--- src/rtl/divmmc_ctrl_if.sv ---
// Z80 bus, I/O read return, mapping controls and SD-card SPI pins of the DivMMC controller.
// The master side is the CPU/board; the slave side is the controller.
interface divmmc_ctrl_if;
  logic        cpuCe;
  logic        iorq;
  logic        mreq;
  logic        m1;
  logic        rd;
  logic        wr;
  logic [15:0] a;
  logic [7:0]  di;
  logic [7:0]  dout;
  logic        doEn;
  logic        divMap;
  logic        divRam;
  logic [3:0]  divPage;
  logic        spiCs;
  logic        spiCk;
  logic        spiDo;
  logic        spiDi;
  logic [1:0]  spi_state;

  modport master (
    output cpuCe, iorq, mreq, m1, rd, wr, a, di, spiDi,
    input  dout, doEn, divMap, divRam, divPage, spiCs, spiCk, spiDo, spi_state
  );

  modport slave (
    input  cpuCe, iorq, mreq, m1, rd, wr, a, di, spiDi,
    output dout, doEn, divMap, divRam, divPage, spiCs, spiCk, spiDo, spi_state
  );
endinterface

--- src/rtl/divmmc_ctrl.sv ---
// DivMMC controller: automap traps, 0xE3 paging port, and a mode-0 SPI master on 0xE7/0xEB.
// Mapping outputs are registered one clock behind the internal state.
module divmmc_ctrl #(
  parameter int SPIDIV = 1
) (
  input logic          clock,
  input logic          reset,
  divmmc_ctrl_if.slave bus
);
  localparam logic [7:0] PORT_CTRL = 8'hE3;
  localparam logic [7:0] PORT_CS   = 8'hE7;
  localparam logic [7:0] PORT_DATA = 8'hEB;
  localparam int         CW        = (SPIDIV > 1) ? $clog2(SPIDIV) : 1;

  typedef enum logic [1:0] {
    SPI_IDLE = 2'd0,
    SPI_LOW  = 2'd1,
    SPI_HIGH = 2'd2
  } spi_state_t;

  logic [7:0]  port;
  logic        io_wr, io_rd, io_wr_q, io_rd_q, wr_stb, rd_stb;
  logic        fetch, trap_map, trap_unmap, trap_instant;
  logic        conmem, mapram, automap, map_pend, unmap_pend;
  logic [3:0]  page;
  logic        map_q, ram_q, cs_q;
  logic [3:0]  page_q;
  spi_state_t  state, state_next;
  logic [CW-1:0] div_cnt;
  logic        div_done;
  logic [2:0]  bit_cnt;
  logic [7:0]  sr, rx;
  logic        bit_in, spi_start, spi_ck, spi_do;
  logic [7:0]  start_data;

  assign port  = bus.a[7:0];
  assign io_wr = !bus.iorq && !bus.wr && bus.m1;
  assign io_rd = !bus.iorq && !bus.rd && bus.m1;
  // Strobes fire once per access: only on the first cpuCe edge that sees them asserted.
  assign wr_stb = bus.cpuCe && io_wr && !io_wr_q;
  assign rd_stb = bus.cpuCe && io_rd && !io_rd_q;

  assign fetch        = bus.cpuCe && !bus.m1 && !bus.mreq;
  assign trap_instant = (bus.a[15:8] == 8'h3D);
  assign trap_unmap   = (bus.a[15:3] == 13'h03FF);
  always_comb begin
    trap_map = 1'b0;
    case (bus.a)
      16'h0000, 16'h0008, 16'h0038, 16'h0066, 16'h04C6, 16'h0562: trap_map = 1'b1;
      default: trap_map = 1'b0;
    endcase
  end

  always_ff @(posedge clock or negedge reset) begin
    if (!reset) begin
      io_wr_q <= 1'b0;
      io_rd_q <= 1'b0;
    end else if (bus.cpuCe) begin
      io_wr_q <= io_wr;
      io_rd_q <= io_rd;
    end
  end

  always_ff @(posedge clock or negedge reset) begin
    if (!reset) begin
      conmem <= 1'b0;
      mapram <= 1'b0;
      page   <= 4'd0;
      cs_q   <= 1'b1;
    end else if (wr_stb) begin
      if (port == PORT_CTRL) begin
        conmem <= bus.di[7];
        mapram <= mapram | bus.di[6];
        page   <= bus.di[3:0];
      end
      if (port == PORT_CS) cs_q <= bus.di[0];
    end
  end

  // Pending traps take effect once M1 ends, so the trapping opcode runs from the old mapping.
  always_ff @(posedge clock or negedge reset) begin
    if (!reset) begin
      automap    <= 1'b0;
      map_pend   <= 1'b0;
      unmap_pend <= 1'b0;
    end else if (fetch) begin
      if (trap_map)     map_pend   <= 1'b1;
      if (trap_unmap)   unmap_pend <= 1'b1;
      if (trap_instant) automap    <= 1'b1;
    end else if (bus.cpuCe && bus.m1) begin
      if (unmap_pend)    automap <= 1'b0;
      else if (map_pend) automap <= 1'b1;
      map_pend   <= 1'b0;
      unmap_pend <= 1'b0;
    end
  end

  always_ff @(posedge clock or negedge reset) begin
    if (!reset) begin
      map_q  <= 1'b0;
      ram_q  <= 1'b0;
      page_q <= 4'd0;
    end else begin
      map_q  <= conmem | automap;
      ram_q  <= mapram & !conmem;
      page_q <= page;
    end
  end

  assign spi_start  = (state == SPI_IDLE) && (port == PORT_DATA) && (wr_stb || rd_stb);
  assign start_data = wr_stb ? bus.di : 8'hFF;
  assign div_done   = (div_cnt == CW'(SPIDIV - 1));

  always_ff @(posedge clock or negedge reset) begin
    if (!reset) state <= SPI_IDLE;
    else        state <= state_next;
  end

  always_comb begin
    state_next = state;
    case (state)
      SPI_IDLE: if (spi_start) state_next = SPI_LOW;
      SPI_LOW:  if (div_done)  state_next = SPI_HIGH;
      SPI_HIGH: if (div_done)  state_next = (bit_cnt == 3'd7) ? SPI_IDLE : SPI_LOW;
      default:                 state_next = SPI_IDLE;
    endcase
  end

  always_comb begin
    spi_ck = (state == SPI_HIGH);
    spi_do = (state == SPI_IDLE) ? 1'b1 : sr[7];
  end

  // MISO is captured on the rising edge and shifted in on the falling edge.
  always_ff @(posedge clock or negedge reset) begin
    if (!reset) begin
      sr      <= 8'hFF;
      rx      <= 8'hFF;
      div_cnt <= '0;
      bit_cnt <= 3'd0;
      bit_in  <= 1'b1;
    end else begin
      case (state)
        SPI_IDLE: if (spi_start) begin
          sr      <= start_data;
          div_cnt <= '0;
          bit_cnt <= 3'd0;
        end
        SPI_LOW: if (div_done) begin
          bit_in  <= bus.spiDi;
          div_cnt <= '0;
        end else div_cnt <= div_cnt + 1'b1;
        SPI_HIGH: if (div_done) begin
          div_cnt <= '0;
          sr      <= {sr[6:0], bit_in};
          bit_cnt <= bit_cnt + 3'd1;
          if (bit_cnt == 3'd7) rx <= {sr[6:0], bit_in};
        end else div_cnt <= div_cnt + 1'b1;
        default: div_cnt <= '0;
      endcase
    end
  end

  always_comb begin
    bus.dout = 8'hFF;
    if (io_rd && port == PORT_CTRL)      bus.dout = {conmem, mapram, 2'b00, page};
    else if (io_rd && port == PORT_DATA) bus.dout = rx;
  end

  assign bus.doEn      = io_rd && (port == PORT_CTRL || port == PORT_DATA);
  assign bus.divMap    = map_q;
  assign bus.divRam    = ram_q;
  assign bus.divPage   = page_q;
  assign bus.spiCs     = cs_q;
  assign bus.spiCk     = spi_ck;
  assign bus.spiDo     = spi_do;
  assign bus.spi_state = state;
endmodule

--- src/flat_wrapper.sv ---
// flat-port wrapper written by rule: the top's interface ports become plain ports
module divmmc_ctrl_flat 
#(
  parameter int SPIDIV = 1
)
  (clock, reset, bus_cpuCe, bus_iorq, bus_mreq, bus_m1, bus_rd, bus_wr, bus_a, bus_di, bus_spiDi, bus_dout, bus_doEn, bus_divMap, bus_divRam, bus_divPage, bus_spiCs, bus_spiCk, bus_spiDo, bus_spi_state);
  divmmc_ctrl_if bus_i ();
  input logic clock;
  input logic reset;
  input wire logic [$bits(bus_i.cpuCe)-1:0] bus_cpuCe;
  input wire logic [$bits(bus_i.iorq)-1:0] bus_iorq;
  input wire logic [$bits(bus_i.mreq)-1:0] bus_mreq;
  input wire logic [$bits(bus_i.m1)-1:0] bus_m1;
  input wire logic [$bits(bus_i.rd)-1:0] bus_rd;
  input wire logic [$bits(bus_i.wr)-1:0] bus_wr;
  input wire logic [$bits(bus_i.a)-1:0] bus_a;
  input wire logic [$bits(bus_i.di)-1:0] bus_di;
  input wire logic [$bits(bus_i.spiDi)-1:0] bus_spiDi;
  output wire logic [$bits(bus_i.dout)-1:0] bus_dout;
  output wire logic [$bits(bus_i.doEn)-1:0] bus_doEn;
  output wire logic [$bits(bus_i.divMap)-1:0] bus_divMap;
  output wire logic [$bits(bus_i.divRam)-1:0] bus_divRam;
  output wire logic [$bits(bus_i.divPage)-1:0] bus_divPage;
  output wire logic [$bits(bus_i.spiCs)-1:0] bus_spiCs;
  output wire logic [$bits(bus_i.spiCk)-1:0] bus_spiCk;
  output wire logic [$bits(bus_i.spiDo)-1:0] bus_spiDo;
  output wire logic [$bits(bus_i.spi_state)-1:0] bus_spi_state;
  assign bus_i.cpuCe = bus_cpuCe;
  assign bus_i.iorq = bus_iorq;
  assign bus_i.mreq = bus_mreq;
  assign bus_i.m1 = bus_m1;
  assign bus_i.rd = bus_rd;
  assign bus_i.wr = bus_wr;
  assign bus_i.a = bus_a;
  assign bus_i.di = bus_di;
  assign bus_i.spiDi = bus_spiDi;
  assign bus_dout = bus_i.dout;
  assign bus_doEn = bus_i.doEn;
  assign bus_divMap = bus_i.divMap;
  assign bus_divRam = bus_i.divRam;
  assign bus_divPage = bus_i.divPage;
  assign bus_spiCs = bus_i.spiCs;
  assign bus_spiCk = bus_i.spiCk;
  assign bus_spiDo = bus_i.spiDo;
  assign bus_spi_state = bus_i.spi_state;
  divmmc_ctrl #(.SPIDIV(SPIDIV)) u_core (.clock(clock), .reset(reset), .bus(bus_i));
endmodule
--- config.mk ---
export PLATFORM = sky130hd
export DESIGN_NAME = divmmc_ctrl_flat
export DESIGN_NICKNAME = d
export VERILOG_FILES = /design/src/rtl/divmmc_ctrl_if.sv /design/src/rtl/divmmc_ctrl.sv /design/src/flat_wrapper.sv
export SDC_FILE = /design/constraint.sdc
export NUM_CORES = 1
export LEC_CHECK = 0
export BUFFER_PORTS_ARGS = -buffer_cell sky130_fd_sc_hd__buf_2
export CORE_MARGIN = 8
export CORE_UTILIZATION = 55
export CTS_BUF_LIST = sky130_fd_sc_hd__clkbuf_16
export DETAILED_ROUTE_END_ITERATION = 8
export GPL_TIMING_DRIVEN = 0
export PLACE_DENSITY_LB_ADDON = 0.2
export SYNTH_ARGS = -nofsm -noshare
export SYNTH_HDL_FRONTEND = slang
export SYNTH_SLANG_ARGS = --single-unit
--- constraint.sdc ---
create_clock -name clock -period 3.27 [get_ports clock]
set_input_delay 0.654 -clock clock [delete_from_list [all_inputs] [get_ports clock]]
set_output_delay 0.654 -clock clock [all_outputs]
set_load 0.02 [all_outputs]
==> reports/qor.yml, run 1 <==
antenna_found_initial: 0
multi_input_area_um2: 961
setup_viol: 0
arrival_ns: 2.29
ys_async_sr_fraction_pct: 100
port_buffers: 51
syn_nets: 214
drt_wl_total_um: 4780
via_per_inst: 5.73
fill_cells: 293
switching_share_pct: 23.6
fin_cells: 286
detail_route.first_pass.iterations: 4
fin_nets: 272
drive_gt1_share_pct: 44.5
diodes: 0
pwr-share-clk_pct: 40.3
dieArea_mm2: 0.00590
holdCritPathClass: "reg2reg"
floorplan.rows: 22
ys.flop_type: "dfrtp_1"
fin_crit_sh_pct: 90.0
gp_congestion: 0.862
numCtsBuffers: 5
grt_max_degree: 41
drv_cap: 0
worst-path-max-fanout: 10
max_slew_margin_pct: 43.3
dieWidth_um: 76.8
power_leakage_nw: 1.13
areaGrowthSynthToFinish_pct: 22.7
crit_slowest_cell: "buf_1"
hpwlAfterDp_um: 3410
crit_top_cell: "buf_2"
required_ns: 2.62
postCtsSetupRepairBufs: 0
synth_top_area_cell: "dfrtp_1"
hold_slack_ns: 0.398
p_switching_mw: 0.269
clock_latency_ns: 0.28
grt_overflow: 0
synth-edff-count: 0
power_frac_seq_pct: 49.8
syn_avg_cell_area_um2: 11.4
grt_first_pass_wirelength_um: 8070
post-place-ws_ns: 0.0686
ant_nets: 0
netlist_area_mm2: 0.00204
synth_area_leaders: "dfrtp_1 27%, dfstp_2 23%, mux2_2 8.9%"
post-place-cells: 278
die_y_um: 76.8
cp-start-kind: "input port"
setup_tns_ns: 0
crit_type: "in2out"
clock_sinks: 40
synth_warnings: 0
cts_tree: "yes"
layout.area.seq_mm2: 0.00102
synth.distinct_cells: 47
status: "complete, no violations"
wl_per_cell_um: 16.7
hold_violations: 0
path_cells: "buf_2 -> clkbuf_1 -> buf_1 -> mux2i_1 -> nand2_1 -> buf_2"
drtIter0Drc: 106
drc: 0
clock_skew_ns: 0.00524
core_area_mm2: 0.00361
worstSetupEndpointType: "primary output"
ir_drop_v: 0.000341
rsz0062_at_grt: "false"
yosysSeqAreaShare_pct: 50.3
comb_power_share_pct: 9.9
synth_top_area_share_pct: 27.0
internal-power_mw: 0.870
fin_ws_ns: 0.328
initial_core_util_pct: 56.5
io_pins: 53
cts_resized: 0
slowest_delay_ns: 0.61
min_period_ns: 2.94
cts.path.max_buffers: 2
clkSlewWorstSetupHoldPaths_ns: 0.05
holdBufCountCts: 0
num_vias: 1640
drv_slew: 0
worst_pin_slew_ns: 0.851
synthCells: 179
grtUsageTotal_pct: 16.8
grt_pass1_vias: 1659
fmaxAchievable_mhz: 340
p_per_area_mw_per_mm2: 456
root_buffer: "clkbuf_16"
ys_seq_elements: 40
htree_num_levels: 2
final timing paths:
| check | start | endpoint | slack, ns | cells past startpoint |
|---|---|---|---|---|
| worst max-delay path | bus_a[3] | bus_dout[2] | 0.33 | 6 |
| worst min-delay path | u_core.page[1]$_DFFE_PN0P_ | u_core.bus.divPage[1]$_DFF_PN0_ | 0.40 | 0 |
| worst max register to register | u_core.io_wr_q$_DFFE_PN0P_ | u_core.page[1]$_DFFE_PN0P_ | 1.36 | 4 |
| worst min register to register | u_core.page[1]$_DFFE_PN0P_ | u_core.bus.divPage[1]$_DFF_PN0_ | 0.40 | 0 |
| max in group asynchronous | reset | u_core.io_rd_q$_DFFE_PN0P_ | 2.25 | 1 |
| min in group asynchronous | reset | u_core.page[2]$_DFFE_PN0P_ | 0.49 | 1 |
power groups by stage:
stage                     sequential, mW  combinational (mW)  clock [mW]
after floorplan                    0.566              0.0612           0
after global placement             0.573               0.110           0
after detailed placement           0.573               0.112           0
after CTS                          0.566               0.113       0.469
after global routing               0.571               0.128       0.488
final                              0.567               0.112       0.459
layer usage:
layer / track usage [%] / vias up / share of wire [%]
met5: 0 / - / 0
met1: 21.3 / 800 / 47
met4: 5.58 / 0 / 1.7
met2: 25.7 / 38 / 46
met3: 6.06 / 6 / 5.5
li1: - / 796 / -
cells in the final DEF, fill, tap and decap left out, drive strengths merged, types with 2 or more instances in the layout:
cell and count:
nor3 3, or4 3, nor4 3, and4 2, nor2b 2, or3b 2, nor3b 2, dfstp 18
inv 5, nand3b 2, dfrtp 22, o21ai 11, nand4 3, buf 54, ha 2, nand2b 3
a41oi 8, a31oi 2, mux2 16, clkbuf 10, o41ai 9, nor2 3, clkinv 3, nand2 29
mux2i 7
state kept, by name, summed over array words and instances, names as in the netlist, 2 cells and up:
register              flops
u_core.rx                 8
u_core.page               4
u_core.sr                 8
u_core.bus.divPage        4
u_core.bus.spi_state      2
u_core.bit_cnt            3
critical path, delay by kind of cell:
family | cells | cell delay, ns
buffers and inverters | 4 | 1.29
AND/OR/NAND/NOR | 1 | 0.07
multiplexers | 1 | 0.27
metrics by stage:
stage	util [%]	area [um2]	power [mW]
floorplan	-	2040	0.628
global placement	65.2	2350	0.683
detailed placement	65.2	2350	0.685
CTS	69.0	2490	1.15
global route	69.3	2500	1.19
finish	69.3	2500	1.14
area by class of cell:
type	count	share of cell area, %
well taps	48	2.40
plain buffers	8	1.65
clock inverters	3	0.551
inverters	5	0.751
flip-flops and latches	40	41.0
repair buffers	51	10.2
multi-input cells	126	38.5
clock buffers	5	5.01
synth_stat cells, types with 2 or more instances:
cell / count
nand2_1: 29
dfrtp_1: 22
dfstp_2: 18
mux2_2: 16
o21ai_0: 11
a41oi_1: 8
o41ai_1: 8
mux2i_1: 7
clkbuf_1: 5
inv_1: 5
nand2b_1: 3
nand4_1: 3
nor2_1: 3
a31oi_1: 2
ha_1: 2
nand3b_1: 2
nor2b_1: 2
nor3_1: 2
nor4_1: 2
or4_1: 2
cell families after synthesis:
kind of cell | Yosys count | share of synthesized area, %
mux | 23 | 12.3
simple gates | 62 | 17.9
compound gates | 39 | 15.3
flops | 40 | 50.3
buf+inv | 13 | 2.95
fa+ha+maj | 2 | 1.23
Power figures use the tool's default switching activity.
==> inputs of run 2 (changes only) <==
Settings changed: CELL_PAD_IN_SITES_DETAIL_PLACEMENT set to 0, CELL_PAD_IN_SITES_GLOBAL_PLACEMENT set to 2, CORE_UTILIZATION 55 to 36.
==> reports/qor.yml, run 2 (synthesis gave the netlist of run 1 again) <==
status: "complete, no violations"
crit_top_cell: "buf_2"
slowest_delay_ns: 0.60  # about the same
cts.path.max_buffers: 2  # unchanged
dieWidth_um: 91.2  # +19%
multi_input_area_um2: 961  # unchanged
crit_slowest_cell: "buf_1"
fin_ws_ns: 0.317  # -0.0105 ns
hold_violations: 0  # unchanged
route.met2.wl_um: 2480  # +12%
cp-start-kind: "input port"
layout_commonest_cell: "buf_2"
min_period_ns: 2.95  # +0.0105 ns
post-place-cells: 302  # +8.6%
gp_congestion: 0.724  # -16%
fmaxAchievable_mhz: 339  # -0.36%
core_area_mm2: 0.00547  # +52%
p_per_area_mw_per_mm2: 484  # +6.2%
ant_nets: 0  # unchanged
p_switching_mw: 0.285  # +5.9%
wl_met1_um: 2350  # +5.7%
numCtsBuffers: 5  # unchanged
io_pins: 53  # unchanged
cts_tree: "yes"
cp_num_buf_inv: 4  # unchanged
worst-path-max-fanout: 10  # unchanged
internal-power_mw: 0.955  # +9.8%
initial_core_util_pct: 37.2  # -19 points
via_per_inst: 5.31  # -7.3%
rsz0062_at_grt: "false"
grt_max_degree: 41  # unchanged
setup_viol: 0  # unchanged
drtIter0Drc: 61  # -42%
grt_pass1_vias: 1783  # +7.5%
die_y_um: 91.2  # +19%
power_leakage_nw: 1.14  # +1.2%
holdCritPathClass: "reg2reg"
clock_sinks: 40  # unchanged
layout_common_cells: "51 x buf_2, 29 x nand2_1, 22 x dfrtp_1, 18 x dfstp_2, 16 x mux2_2"
layout.area.seq_mm2: 0.00102  # unchanged
port_buffers: 51  # unchanged
postCtsSetupRepairBufs: 0  # unchanged
drive_gt1_share_pct: 45.0  # +0.42 points
worstSetupEndpointType: "primary output"
fill_cells: 563  # +92%
arrival_ns: 2.30  # about the same
switching_share_pct: 23.0  # -0.64 points
htree_num_levels: 2  # unchanged
clock_skew_ns: 0.00814  # +0.00290 ns
grt_overflow: 0  # unchanged
grtUsageTotal_pct: 13.4  # -3.4 points
drc: 0  # unchanged
detail_route.first_pass.iterations: 4  # unchanged
ir_drop_v: 0.000191  # -44%
hpwlAfterDp_um: 3790  # +11%
diodes: 0  # unchanged
worst_pin_slew_ns: 0.882  # +0.0308 ns
clkSlewWorstSetupHoldPaths_ns: 0.06  # about the same
floorplan.rows: 27  # +23%
holdBufCountCts: 0  # unchanged
fin_nets: 272  # unchanged
pwr-share-clk_pct: 45.1  # +4.8 points
crit_type: "in2out"
grt_first_pass_wirelength_um: 9000  # +12%
num_vias: 1647  # +0.43%
drt_wl_total_um: 5180  # +8.4%
dr.max_layer_used: "met4"
dieArea_mm2: 0.00832  # +41%
max_slew_margin_pct: 41.2  # -2.1 points
power_frac_seq_pct: 45.8  # -4.0 points
clock_latency_ns: 0.28  # about the same
setup_tns_ns: 0  # unchanged
required_ns: 2.62  # about the same
wl_per_cell_um: 16.7  # about the same
reg_top3: "u_core.rx (8), u_core.sr (8)"
areaGrowthSynthToFinish_pct: 25.9
post-place-ws_ns: 0.0621  # -0.00641 ns
fin_cells: 310  # +8.4%
path_cells: "buf_2 -> clkbuf_1 -> buf_1 -> mux2i_1 -> nand2_1 -> buf_2"
antenna_found_initial: 0  # unchanged
drv_slew: 0  # unchanged
met3_length_um: 281  # +7.7%
fin_crit_sh_pct: 90.3  # +0.32 points
root_buffer: "clkbuf_16"
crit_family: "buffers and inverters"
drv_cap: 0  # unchanged
comb_power_share_pct: 9.1  # -0.8 points
[run 2: cell types whose count changed in the layout (fill, tap and decap cells not counted)]
cell,delta
clkinv_2,-2
clkinv_4,+2
bufinv_16,+1
clkinv_1,-1
[run 2: timing repair]
action,in CTS,in global routing
endpoints found under the hold margin,0,0
setup endpoints to repair,0,9
gates resized for setup,0,1
[run 2: worst register-to-register path, stage by stage (launching register included)]
cell	delay (ns)
dfrtp_1	0.38
nor2b_1	0.24
nand2_1	0.36
nor3b_4	0.50
mux2_2	0.38
[run 2: worst paths after layout]
check                                            from                               to  slack [ns]  depth (start not counted)
setup / recovery                             bus_a[3]                      bus_dout[7]        0.32                          6
hold / removal             u_core.page[3]$_DFFE_PN0P_  u_core.bus.divPage[3]$_DFF_PN0_        0.39                          0
setup reg to reg           u_core.io_wr_q$_DFFE_PN0P_       u_core.page[0]$_DFFE_PN0P_        1.30                          4
hold reg to reg            u_core.page[3]$_DFFE_PN0P_  u_core.bus.divPage[3]$_DFF_PN0_        0.39                          0
max in group asynchronous                       reset    u_core.bit_cnt[0]$_DFFE_PN0P_        2.22                          1
min in group asynchronous                       reset    u_core.bit_cnt[2]$_DFFE_PN0P_        0.50                          1
[run 2: through the flow]
step	util, %	power, mW	hold WS, ns	cell area, um2
6_report	46.8	1.24	0.390	2560
5_1_grt	46.8	1.30	0.406	2560
4_1_cts	46.7	1.26	0.390	2550
3_5_place_dp	43.5	0.690	0.379	2380
3_3_place_gp	43.5	0.689	0.383	2380
2_1_floorplan	-	0.628	0.358	2040
[run 2: layer usage]
layer  global-route usage (%)  vias to the layer above
met4                     4.09                        0
met3                     4.61                        6
li1                         -                      789
met5                        0                        -
met2                     21.7                       47
met1                     16.4                      805
[run 2: layout make-up]
type                    count  area share, %
flip-flops and latches     40           39.9
multi-input cells         126           37.5
repair buffers             51           9.96
clock buffers               5           4.88
well taps                  72           3.52
clock inverters             3           1.86
plain buffers               8           1.61
inverters                   5          0.732
[run 2: power groups by stage]
| stage | Clock [mW] | Combinational, mW | Sequential (mW) |
|---|---|---|---|
| detailed placement | 0 | 0.115 | 0.575 |
| global placement | 0 | 0.114 | 0.575 |
| global route | 0.605 | 0.128 | 0.571 |
| finish | 0.559 | 0.113 | 0.568 |
| floorplan | 0 | 0.0612 | 0.566 |
| CTS | 0.577 | 0.115 | 0.568 |
